===== src/rtl/rr_req_agent.sv =====
// rr_req_agent
//   Requester-side front end for a round-robin arbiter. Each of NUM_REQ
//   channels buffers transactions in a DEPTH-entry FIFO and raises req while it
//   holds data and the output register can take a new entry. The one-hot gnt
//   returned by the arbiter pops the granted FIFO into a registered
//   valid/ready output. A per-channel counter flags channels that have waited
//   STARVE_LIMIT cycles.
//
//   Optional macro RR_REQ_GNT_CHECK_EN: when defined, a grant that is not
//   one-hot or not a subset of req is rejected and latched into a sticky
//   gnt_err. When undefined, gnt is masked with req, the lowest set bit wins,
//   and gnt_err is tied 0.
//
//   Ports:
//     clk, rst            clock, synchronous active-high reset
//     in_valid/in_ready   per-channel push handshake
//     in_data             channel i payload at [i*DATA_W +: DATA_W]
//     req / gnt           request vector to arbiter, one-hot grant back
//     out_valid/out_ready registered output handshake
//     out_data, out_src   granted payload and its channel index
//     starve              per-channel starvation flag
//     gnt_err             sticky illegal-grant flag

// Per-channel FIFO plus starvation counter.
module rr_req_chan #(
    parameter int DATA_W       = 32,
    parameter int DEPTH        = 2,
    parameter int STARVE_LIMIT = 64
) (
    input  logic              clk,
    input  logic              rst,
    input  logic              push,
    input  logic              pop,
    input  logic              can_load,
    input  logic [DATA_W-1:0] push_data,
    output logic              not_empty,
    output logic              not_full,
    output logic [DATA_W-1:0] head_data,
    output logic              starve
);
    localparam int PTR_W = (DEPTH > 1) ? $clog2(DEPTH) : 1;
    localparam int CNT_W = $clog2(DEPTH + 1);
    localparam int SW    = $clog2(STARVE_LIMIT + 1);

    logic [DATA_W-1:0] mem [DEPTH];
    logic [PTR_W-1:0]  wr_ptr, rd_ptr;
    logic [CNT_W-1:0]  count;
    logic [SW-1:0]     wait_cnt;

    assign not_empty = (count != '0);
    assign not_full  = (count < CNT_W'(DEPTH));
    assign head_data = mem[rd_ptr];
    assign starve    = (wait_cnt == SW'(STARVE_LIMIT));

    function automatic logic [PTR_W-1:0] ptr_inc(input logic [PTR_W-1:0] p);
        return (p == PTR_W'(DEPTH - 1)) ? '0 : p + PTR_W'(1);
    endfunction

    always_ff @(posedge clk) begin
        if (push) mem[wr_ptr] <= push_data;
    end

    always_ff @(posedge clk) begin
        if (rst) begin
            wr_ptr <= '0;
            rd_ptr <= '0;
            count  <= '0;
        end else begin
            if (push) wr_ptr <= ptr_inc(wr_ptr);
            if (pop)  rd_ptr <= ptr_inc(rd_ptr);
            if (push && !pop)      count <= count + CNT_W'(1);
            else if (pop && !push) count <= count - CNT_W'(1);
        end
    end

    // While not empty and can_load, req is asserted, so an ungranted cycle
    // is exactly a non-pop cycle here.
    always_ff @(posedge clk) begin
        if (rst)                            wait_cnt <= '0;
        else if (pop || !not_empty)         wait_cnt <= '0;
        else if (!can_load)                 wait_cnt <= wait_cnt;
        else if (wait_cnt != SW'(STARVE_LIMIT)) wait_cnt <= wait_cnt + SW'(1);
    end
endmodule

module rr_req_agent #(
    parameter int NUM_REQ      = 10,
    parameter int DATA_W       = 32,
    parameter int DEPTH        = 2,
    parameter int STARVE_LIMIT = 64
) (
    input  logic                       clk,
    input  logic                       rst,
    input  logic [NUM_REQ-1:0]         in_valid,
    output logic [NUM_REQ-1:0]         in_ready,
    input  logic [NUM_REQ*DATA_W-1:0]  in_data,
    output logic [NUM_REQ-1:0]         req,
    input  logic [NUM_REQ-1:0]         gnt,
    output logic                       out_valid,
    input  logic                       out_ready,
    output logic [DATA_W-1:0]          out_data,
    output logic [$clog2(NUM_REQ)-1:0] out_src,
    output logic [NUM_REQ-1:0]         starve,
    output logic                       gnt_err
);
    localparam int SRC_W = $clog2(NUM_REQ);

    logic                            can_load;
    logic [NUM_REQ-1:0]              not_empty, not_full, push, grant_vec;
    logic [NUM_REQ-1:0][DATA_W-1:0]  head_data;
    logic [DATA_W-1:0]               sel_data;
    logic [SRC_W-1:0]                sel_src;

    assign can_load = !out_valid || out_ready;
    assign in_ready = rst ? '0 : not_full;
    assign req      = (rst || !can_load) ? '0 : not_empty;
    assign push     = in_valid & in_ready;

    for (genvar i = 0; i < NUM_REQ; i++) begin : g_chan
        rr_req_chan #(
            .DATA_W(DATA_W), .DEPTH(DEPTH), .STARVE_LIMIT(STARVE_LIMIT)
        ) u_chan (
            .clk      (clk),
            .rst      (rst),
            .push     (push[i]),
            .pop      (grant_vec[i]),
            .can_load (can_load),
            .push_data(in_data[i*DATA_W +: DATA_W]),
            .not_empty(not_empty[i]),
            .not_full (not_full[i]),
            .head_data(head_data[i]),
            .starve   (starve[i])
        );
    end

`ifdef RR_REQ_GNT_CHECK_EN
    logic gnt_legal;
    assign gnt_legal = $onehot0(gnt) && ((gnt & ~req) == '0);
    // An illegal grant pops nothing and loads nothing.
    assign grant_vec = gnt_legal ? gnt : '0;

    always_ff @(posedge clk) begin
        if (rst)             gnt_err <= 1'b0;
        else if (!gnt_legal) gnt_err <= 1'b1;
    end

    a_gnt_legal: assert property (@(posedge clk) disable iff (rst) gnt_legal);
`else
    logic [NUM_REQ-1:0] gnt_m;
    assign gnt_m     = gnt & req;
    assign grant_vec = gnt_m & (~gnt_m + NUM_REQ'(1));
    assign gnt_err   = 1'b0;
`endif

    // grant_vec is one-hot or zero, so OR-reduction is a clean mux.
    always_comb begin
        sel_data = '0;
        sel_src  = '0;
        for (int i = 0; i < NUM_REQ; i++) begin
            if (grant_vec[i]) begin
                sel_data = sel_data | head_data[i];
                sel_src  = sel_src | SRC_W'(i);
            end
        end
    end

    always_ff @(posedge clk) begin
        if (rst) begin
            out_valid <= 1'b0;
            out_data  <= '0;
            out_src   <= '0;
        end else if (grant_vec != '0) begin
            out_valid <= 1'b1;
            out_data  <= sel_data;
            out_src   <= sel_src;
        end else if (out_ready) begin
            out_valid <= 1'b0;
        end
    end
endmodule


===== config.mk =====
export PLATFORM = sky130hd
export DESIGN_NAME = rr_req_agent
export DESIGN_NICKNAME = d
export VERILOG_FILES = /design/src/rtl/rr_req_agent.sv
export SDC_FILE = /design/constraint.sdc
export NUM_CORES = 1
export LEC_CHECK = 0
export CAP_MARGIN = 20
export CORE_UTILIZATION = 57
export CTS_BUF_LIST = sky130_fd_sc_hd__clkbuf_8
export DETAILED_ROUTE_END_ITERATION = 10
export GPL_ROUTABILITY_DRIVEN = 0
export GPL_TIMING_DRIVEN = 0
export HOLD_SLACK_MARGIN = 0.15
export PLACE_DENSITY = 0.82
export SKIP_CTS_REPAIR_TIMING = 1
export SYNTH_ARGS = -nofsm -noshare
export SYNTH_HDL_FRONTEND = slang
export SYNTH_SLANG_ARGS = --single-unit

===== constraint.sdc =====
create_clock -name clk -period 4 [get_ports clk]
set_input_delay 0.4 -clock clk [delete_from_list [all_inputs] [get_ports clk]]
set_output_delay 0.4 -clock clk [all_outputs]
set_load 0.05 [all_outputs]

* Word-level counts from Yosys, hierarchy flattened
Memories as Yosys holds them, arrays and structs flattened. A register that Yosys moved wholly into a read port is not among the register bits.
Cells that the tools add are included.
** Storage, ports and cells
- Flip-flop bits (word level) :: 147
- RAM bits :: 640
- Input port bits :: 343
- Word-level logic and storage cells :: 356
- Memories :: 10
** Memories
- g_chan[0].u_chan.mem :: words 2, bits a word 32, rd ports 1, clocked after memory_dff 1, write ports 1, RTL line 45 : logic [DATA_W-1:0] mem [DEPTH];
- g_chan[1].u_chan.mem :: words 2, bits a word 32, rd ports 1, clocked after memory_dff 1, write ports 1, RTL line 45
- g_chan[2].u_chan.mem :: words 2, bits a word 32, rd ports 1, clocked after memory_dff 1, write ports 1, RTL line 45
- g_chan[3].u_chan.mem :: words 2, bits a word 32, rd ports 1, clocked after memory_dff 1, write ports 1, RTL line 45
- g_chan[4].u_chan.mem :: words 2, bits a word 32, rd ports 1, clocked after memory_dff 1, write ports 1, RTL line 45
- g_chan[5].u_chan.mem :: words 2, bits a word 32, rd ports 1, clocked after memory_dff 1, write ports 1, RTL line 45
- 4 more memories
** Cells by class
- $add $sub $neg :: 51
- Order comparisons :: 10
- Equal/unequal tests :: 20
- Mux-type cells :: 103
- Bitwise logic cells :: 13
- Reductions and logical operators :: 106
** Operator list (count)
- 32-bit two-way mux :: 10
- 32-bit bitwise OR :: 9
- 7-bit by 1-bit adder with 7-bit output, second input constant :: 10
- 7-bit == test, second input constant :: 10
- 7-bit != test, second input constant :: 10
- 1-bit two-way mux :: 63
- 2-bit two-way mux :: 22
- 2-bit nonzero test :: 21
- 1-bit logical NOT :: 32
- 10-bit bitwise AND :: 3
- 1-bit adder, second input constant :: 20
- 2-bit by 1-bit adder with 2-bit output, second input constant :: 10
- 1-bit logical AND :: 20
- 2-bit less-than comparator, second input constant :: 10
- 10-bit two-way mux :: 2
- 2-bit AND reduction :: 10
- 2-bit OR reduction :: 10
- 2-bit by 1-bit subtractor with 2-bit output, second input constant :: 10
- 1-bit logical OR :: 12
- 3-bit two-way mux :: 4
- 10-bit by 1-bit adder with 10-bit output, second input constant :: 1
- 10-bit inverter :: 1
- 10-bit nonzero test :: 1
- 4-bit two-way mux :: 2

* Depth between registers and ports, before layout
Gate-level depths: netlist (run 1).
- Depth in word-level cells :: 28
- Gate-level depth with buffers :: 13

* Hierarchy
A second synthesis (run 1) with hierarchy kept.
** Unflattened totals
- Cell total of the unflattened synthesis :: 2146
- Area total of the unflattened synthesis :: 32690.1 um2
** By module, submodules not included
- rr_req_chan :: instances 10, cells each 167, area each 2902.8 um2, sequential area each 2162.1 um2
- rr_req_agent :: instances 1, cells each 476, area each 3662.3 um2, sequential area each 740.7 um2

* Worst setup path after synthesis (run 1)
Ideal clock, no wire load.
- Path type :: input to register
- From :: input port rst
- To :: memory g_chan[0].u_chan.mem[0][0], enable pin
- Setup time :: 0.421 ns
- Data arrival time :: 3.270 ns
- Slack :: 0.309 ns
- Cell stages on the path :: 6
- Path buffers :: 3
- Cells stage by stage :: buf_2 > clkbuf_1 > clkbuf_1 > nor2_1 > nand2_1 > nor2_1
** Between the ends
- Word-level cells in the longest chain between the ends :: 4
** RTL lines
- start, declared :: RTL line 93 : input logic rst,
- 10-bit two-way mux :: RTL line 115 : assign in_ready = rst ? '0 : not_full;
- net in_ready[0] :: RTL line 95 : output logic [NUM_REQ-1:0] in_ready,
- 10-bit bitwise AND :: RTL line 117 : assign push = in_valid & in_ready;
- 1-bit two-way mux :: RTL line 60 : if (push) mem[wr_ptr] <= push_data;
- 1-bit two-way mux (implied by the code) :: RTL line 60
- end, declared :: RTL line 45
The timed path passes the listed nets, and every way through them passes these cells.

* Worst setup path after layout (run 1)
- From :: register out_valid
- To :: register g_chan[5].u_chan.count[1]
** Between the ends
- Word-level cells in the longest chain between the ends :: 12
** RTL lines
- start, declared :: RTL line 99 : output logic out_valid,
- start signal, assigned :: RTL line 169 : out_valid <= 1'b0;
- start signal, assigned :: RTL line 173 : out_valid <= 1'b1;
- start signal, assigned :: RTL line 177 : out_valid <= 1'b0;
- 1-bit logical NOT * :: RTL line 114 : assign can_load = !out_valid || out_ready;
- 1-bit logical OR * :: RTL line 114
- 1-bit logical NOT *
- 1-bit logical OR * :: RTL line 116 : assign req = (rst || !can_load) ? '0 : not_empty;
- 10-bit two-way mux * :: RTL line 116
- 10-bit bitwise AND * :: RTL line 150 : assign gnt_m = gnt & req;
- 10-bit inverter :: RTL line 151 : assign grant_vec = gnt_m & (~gnt_m + NUM_REQ'(1));
- 10-bit by 1-bit adder with 10-bit output :: RTL line 151
- 10-bit bitwise AND * :: RTL line 151
- 1-bit logical NOT :: RTL line 71 : if (push && !pop) count <= count + CNT_W'(1);
- 1-bit logical AND :: RTL line 71
- 2-bit two-way mux / 2-bit nonzero test (equally long branches)
- end signal, assigned :: RTL line 71
- end signal, assigned :: RTL line 72 : else if (pop && !push) count <= count - CNT_W'(1);
- end, declared :: RTL line 47 : logic [CNT_W-1:0] count;
Mark *: on every way between the ends. The rest lies on a longest branch, timed or not.
A chain may end at the register's enable or synchronous reset.

==> results of run 1 <==
[area by class of cell]
type / count / area [µm²] / area share (%)
antenna: 21 / 52.55 / 0.1341
buffer: 132 / 571.8 / 1.459
clock buffer: 143 / 1968 / 5.023
clock inverter: 83 / 391.6 / 0.9994
inverter: 39 / 146.4 / 0.3736
multi-input combinational: 1196 / 8567 / 21.86
sequential: 797 / 22360 / 57.06
tap: 696 / 870.8 / 2.222
timing repair buffer: 417 / 4257 / 10.86
[power breakdown]
group | internal [mW] | total (mW) | switching (mW)
Clock | 3.34 | 6.52 | 3.17
Sequential | 9.58 | 9.87 | 0.288
Combinational | 1.46 | 4.11 | 2.65
Total | 14.4 | 20.5 | 6.11
[path summary, 6_finish.rpt]
path / from / end / slack, ps / cells past startpoint
worst max register to register: out_valid / g_chan[5].u_chan.count[1] / 290 / 10
worst min register to register: g_chan[2].u_chan.wait_cnt[6] / g_chan[2].u_chan.wait_cnt[6] / 490 / 2
worst max-delay path: out_valid / g_chan[5].u_chan.count[1] / 290 / 10
worst min-delay path: in_data[209] / g_chan[6].u_chan.mem[0][17] / 190 / 1
[metrics by stage]
step	hold WS (ps)	setup WS (ps)	cell area, µm²
floorplan	453.4	309.2	31560
global placement	464.3	-427.8	36510
detailed placement	476.7	-167.0	36770
CTS	129.0	298.6	39130
global route	163.1	210.0	39180
finish	191.6	290.9	39190
[worst reg2reg max path: stages (launching register included)]
cell and delay (ps):
dfxtp_1 360, nand2b_1 200, and3_1 230, clkbuf_1 190, or4_1 690, buf_2 220, nor3_4 490, inv_1 300
ha_1 410, or3_1 390, a21oi_1 150
[state kept, by name, indices dropped and copies added, names as in the netlist, named ones only]
signal	flops
g_chan.u_chan.count	20
g_chan.u_chan.mem	640
g_chan.u_chan.rd_ptr	10
g_chan.u_chan.wait_cnt	70
g_chan.u_chan.wr_ptr	10
out_data	32
out_src	4
out_valid	1
[logic make-up after synthesis]
kind of cell,after synthesis
adders and majority gates,30
DFF,797
and+or+nand+nor,400
AOI/OAI and AO/OA,350
xor gates and xnor gates,93
buffers and inverters,171
other,1
muxes,322
[routing by layer]
layer  up-vias  global-route usage [%]
met5         -                       0
met4        12                   15.31
li1       9302                       -
met2      1126                   49.74
met1     10280                   38.05
met3       200                   7.862
[cell usage in the layout, fill, tap and decap left out, drive strengths merged, types with 11 or more instances in the layout]
| cell | instances |
|---|---|
| a21oi | 85 |
| a31oi | 32 |
| and3 | 15 |
| buf | 33 |
| clkbuf | 251 |
| clkdlybuf4s50 | 408 |
| clkinv | 26 |
| dfxtp | 157 |
| diode | 21 |
| edfxtp | 640 |
| ha | 30 |
| inv | 91 |
| mux2 | 40 |
| mux2i | 282 |
| nand2 | 94 |
| nand3 | 14 |
| nand4 | 11 |
| nor2 | 192 |
| nor3 | 18 |
| o21ai | 96 |
| o221ai | 28 |
| o22a | 30 |
| o22ai | 47 |
| o32ai | 23 |
| or3 | 26 |
| xnor2 | 27 |
| xor2 | 66 |
==> flow_summary.yaml, run 1 <==
route:
  dr.max_layer_used: "met5"
  wl_met3_um: 8076
  drc: 0
  drt_iter0_markers: 1739
  routed_wirelength_um: 86460
  firstDrtPassIters: 5
  m1WireLength_um: 32520
  drtAntennaViolNets: 0
  dr_total_vias: 20920
  wl_met2_um: 42300
  via_per_inst: 5.936
  wl_per_cell_um: 24.53
yosys:
  synth-seq-cells: 797
  synth_top_family_by_area: "multiplexers"
  synth_top_area_share_pct: 60.90
  synth-xor-area-share_pct: 2.581
  synthMuxAreaShare_pct: 10.37
  synthesis.nets: 2537
  synth.avg_cell_area_um2: 14.58
  synth_warnings: 0
  netlist_top_cells_count: "edfxtp_1, mux2i_1, nor2_1, dfxtp_1, clkbuf_1"
  synth.area.top_cells: "edfxtp_1, dfxtp_1, mux2i_1"
  synth_compound_area_share_pct: 6.942
  synth_top_flop_cell: "edfxtp_1"
  netlist_instances: 2164
  synth_fa_ha_area_share_pct: 1.189
  netlist_area_um2: 31560
  synth-edff-count: 640
  yosysTopAreaCell: "edfxtp_1"
  async_reset_ff_share_pct: 0
  yosys.area_share.simple_pct: 5.773
  yosysUniqueCellTypes: 51
  ys_seq_area_share_pct: 70.86
  post-synth-top-count-cell: "edfxtp_1"
clocking:
  clkSinkCount: 797
  cts-htree-levels: 4
  clockRootBuffer: "clkbuf_8"
  clk_path_buf_depth: 3
  clk_pin_slew_ps: 60
  cts_tree: "done"
  cts_buffers: 130
  clock_latency_ps: 790
global_routing:
  grt_pass1_wl_um: 124800
  grt_pass1_vias: 21050
  antenna_found_initial: 24
  grt_max_degree: 33
  grtUsageTotal_pct: 30.55
  overflow: 0
cells_and_area:
  area_growth_pct: 24.17
  post-route-util_pct: 72.25
  fin_nets: 3086
  final_cells: 3524
  layout-drive-gt1-share_pct: 9.263
  nFillCells: 3446
setup_path:
  worstPathRequired_ps: 4710
  crit_chain: "nand2b_1 -> and3_1 -> clkbuf_1 -> or4_1 -> buf_2 -> nor3_4 -> inv_1 -> ha_1 -> or3_1 -> a21oi_1"
  cp.arrival_ps: 4420
  crit_family: "simple AND/OR/NAND/NOR gates"
  start_kind: "flop"
  cp_slowest_cell: "or4_1"
  critPathMaxStageDelay_ps: 690
  endpoint_kind: "flop"
  worst-path-buf-inv: 3
  critPathKind: "flop to flop"
  cp_max_fo: 8
power:
  power.density_nw_per_um2: 523.2
  max-vdd-ir-drop_mv: 0.4150
  power.leakage_nw: 12.83
  p_total_mw: 20.50
worst_hold_path:
  min_path_type: "input pin to flop"
timing:
  maxSlewHeadroom_pct: 32.26
  fin_skew_ps: 34.78
  fin_crit_sh_pct: 92.73
  hold_viol: 0
  period_needed_ps: 3709
  tightest_slew_ps: 1014
  max_freq_mhz: 269.6
  final-max-slew-violation-count: 0
  grt_setup_unrepaired: "false"
  finalSetupViolCount: 0
  setup-tns-final_ps: 0
die:
  die-height_um: 237.3
  die_area_um2: 56310
  start_util_pct: 58.18
  io_pins: 411
  row_count: 85
  core-area_um2: 54240
  die-width_um: 237.3
placed_design:
  io_buffers: 408
  placedCellCount: 3276
  hpwlAfterDp_um: 63520
flow_run:
  cap_viol_max_count: 0
status:
  status: "completed"
(Power assumes the default switching activity.)
==> run 2: changes to the inputs <==
ABC_CLOCK_PERIOD_IN_PS = 4000   (was unset)
CORE_UTILIZATION = 50   (was 57)
PLACE_DENSITY = 0.73   (was 0.82)
SKIP_LAST_GASP = 1   (was unset)
==> run 2 against run 1 <==
Critical path depth down 4. Via count shrank 2.2%. Non-clock buffer count grew 1. First-iteration DRC count is 4.3% higher. Global-route usage decreased by 3.7 points. Wire length shrank 0.19%. Clock skew about the same. Register-to-register slack improved by 40 ps. Combinational power about the same. Highest routed layer unchanged.
==> flow_summary.yaml, run 2 (synthesized netlist as in run 1, its figures left out) <==
route:
  wl_per_cell_um: 23.49
  via_per_inst: 5.570
  firstDrtPassIters: 7
  dr_total_vias: 20460
  drt_iter0_markers: 1814
  routed_wirelength_um: 86290
  drtAntennaViolNets: 0
  drc: 0
worst_hold_path:
  min_path_type: "input pin to flop"
  min_from: "in_data[111]"
setup_path:
  cp_slowest_cell: "clkdlybuf4s50_1"
  cp_max_fo: 5
  endpoint_kind: "output pin"
  start_kind: "flop"
  crit_chain: "inv_1 -> ha_1 -> or4b_2 -> nor3b_1 -> buf_4 -> clkdlybuf4s50_1"
  rr_startpoint: "out_valid"
  worst-path-buf-inv: 3
  cp.arrival_ps: 3340
  startpoint: "g_chan[1].u_chan.wait_cnt[0]"
  critPathMaxStageDelay_ps: 790
  crit_family: "buffers and inverters"
  critPathKind: "flop to output pin"
  worstPathRequired_ps: 3600
cells_and_area:
  fin_nets: 3089
  final_cells: 3673
  layout-drive-gt1-share_pct: 9.510
  reg_top3: "g_chan.u_chan.mem (640), g_chan.u_chan.wait_cnt (70), out_data (32)"
  top_register: "g_chan.u_chan.mem"
  layout_common_cells: "edfxtp_1, clkdlybuf4s50_1, mux2i_1"
  largest_reg_flops: 640
  area_growth_pct: 25.04
  design_area_um2: 39460
  final_common_cell: "edfxtp_1"
  post-route-util_pct: 63.60
power:
  max-vdd-ir-drop_mv: 0.5372
  swShare_pct: 29.74
  switching_power_mw: 6.143
  p_seq_share_pct: 47.8
  clkPwrFrac_pct: 32.3
  intPower_mw: 14.52
  power.leakage_nw: 12.87
  combPwrFrac_pct: 19.9
  power.density_nw_per_um2: 523.5
  p_total_mw: 20.66
die:
  die-width_um: 253.2
  core-area_um2: 62050
  io_pins: 411
  start_util_pct: 50.86
  row_count: 91
  die-height_um: 253.2
  die_area_um2: 64130
placed_design:
  hpwlAfterDp_um: 64230
  io_buffers: 408
  placedCellCount: 3418
  place_ws_ps: -188.7
  place_area_um2: 36960
timing:
  timing.hold.ws_ps: 204.3
  grt_setup_unrepaired: "false"
  final-max-slew-violation-count: 0
  fin_skew_ps: 34.51
  tightest_slew_ps: 1005
  period_needed_ps: 3738
  setup-tns-final_ps: 0
  fin_crit_sh_pct: 93.45
  max_freq_mhz: 267.5
  finalSetupViolCount: 0
  setup_ws_ps: 261.9
  maxSlewHeadroom_pct: 32.83
  hold_viol: 0
global_routing:
  grt_max_degree: 33
  grt_pass1_wl_um: 124300
  grt_pass1_vias: 20760
  antenna_found_initial: 22
  overflow: 0
  grtUsageTotal_pct: 26.84
clocking:
  clk_path_buf_depth: 3
  clkSinkCount: 797
  clock_latency_ps: 780
  cts-htree-levels: 4
  cts_tree: "done"
  clk_pin_slew_ps: 70
  cts_buffers: 132
  clockRootBuffer: "clkbuf_8"
status:
  status: "completed"
flow_run:
  cap_viol_max_count: 0
run 2: routing by layer:
| metal | wire length [µm] | global-route usage, % | part of all wire (%) |
|---|---|---|---|
| met1 | 33620 | 33.00 | 39 |
| met2 | 42830 | 44.91 | 50 |
| met3 | 6872 | 6.774 | 8.0 |
| met4 | 2886 | 11.50 | 3.3 |
| met5 | 78 | 0 | 0.090 |
run 2: worst paths after layout:
kind | to | slack [ps] | cells after the start
worst max register to register | g_chan[5].u_chan.count[1] | 330 | 10
worst max-delay path | starve[1] | 260 | 6
worst min register to register | g_chan[8].u_chan.wait_cnt[6] | 480 | 2
worst min-delay path | g_chan[3].u_chan.mem[1][15] | 200 | 1
run 2: final cells by class:
type,count,area (µm²)
multi-input cells,1196,8567
inverters,39,146.4
diodes,18,45.04
plain buffers,132,571.8
fillers,4540,22590
flip-flops and latches,797,22360
repair buffers,418,4269
well taps,837,1047
clock buffers,145,1996
clock inverters,91,459.2
run 2: power groups by stage:
stage | clock, mW | combinational (mW) | sequential, mW
floorplan | 0 | 1.83 | 10.5
finish | 6.68 | 4.11 | 9.87
global route | 7.13 | 4.35 | 9.92
global placement | 0 | 3.94 | 10.0
CTS | 6.79 | 4.10 | 9.87
detailed placement | 0 | 4.08 | 10.0
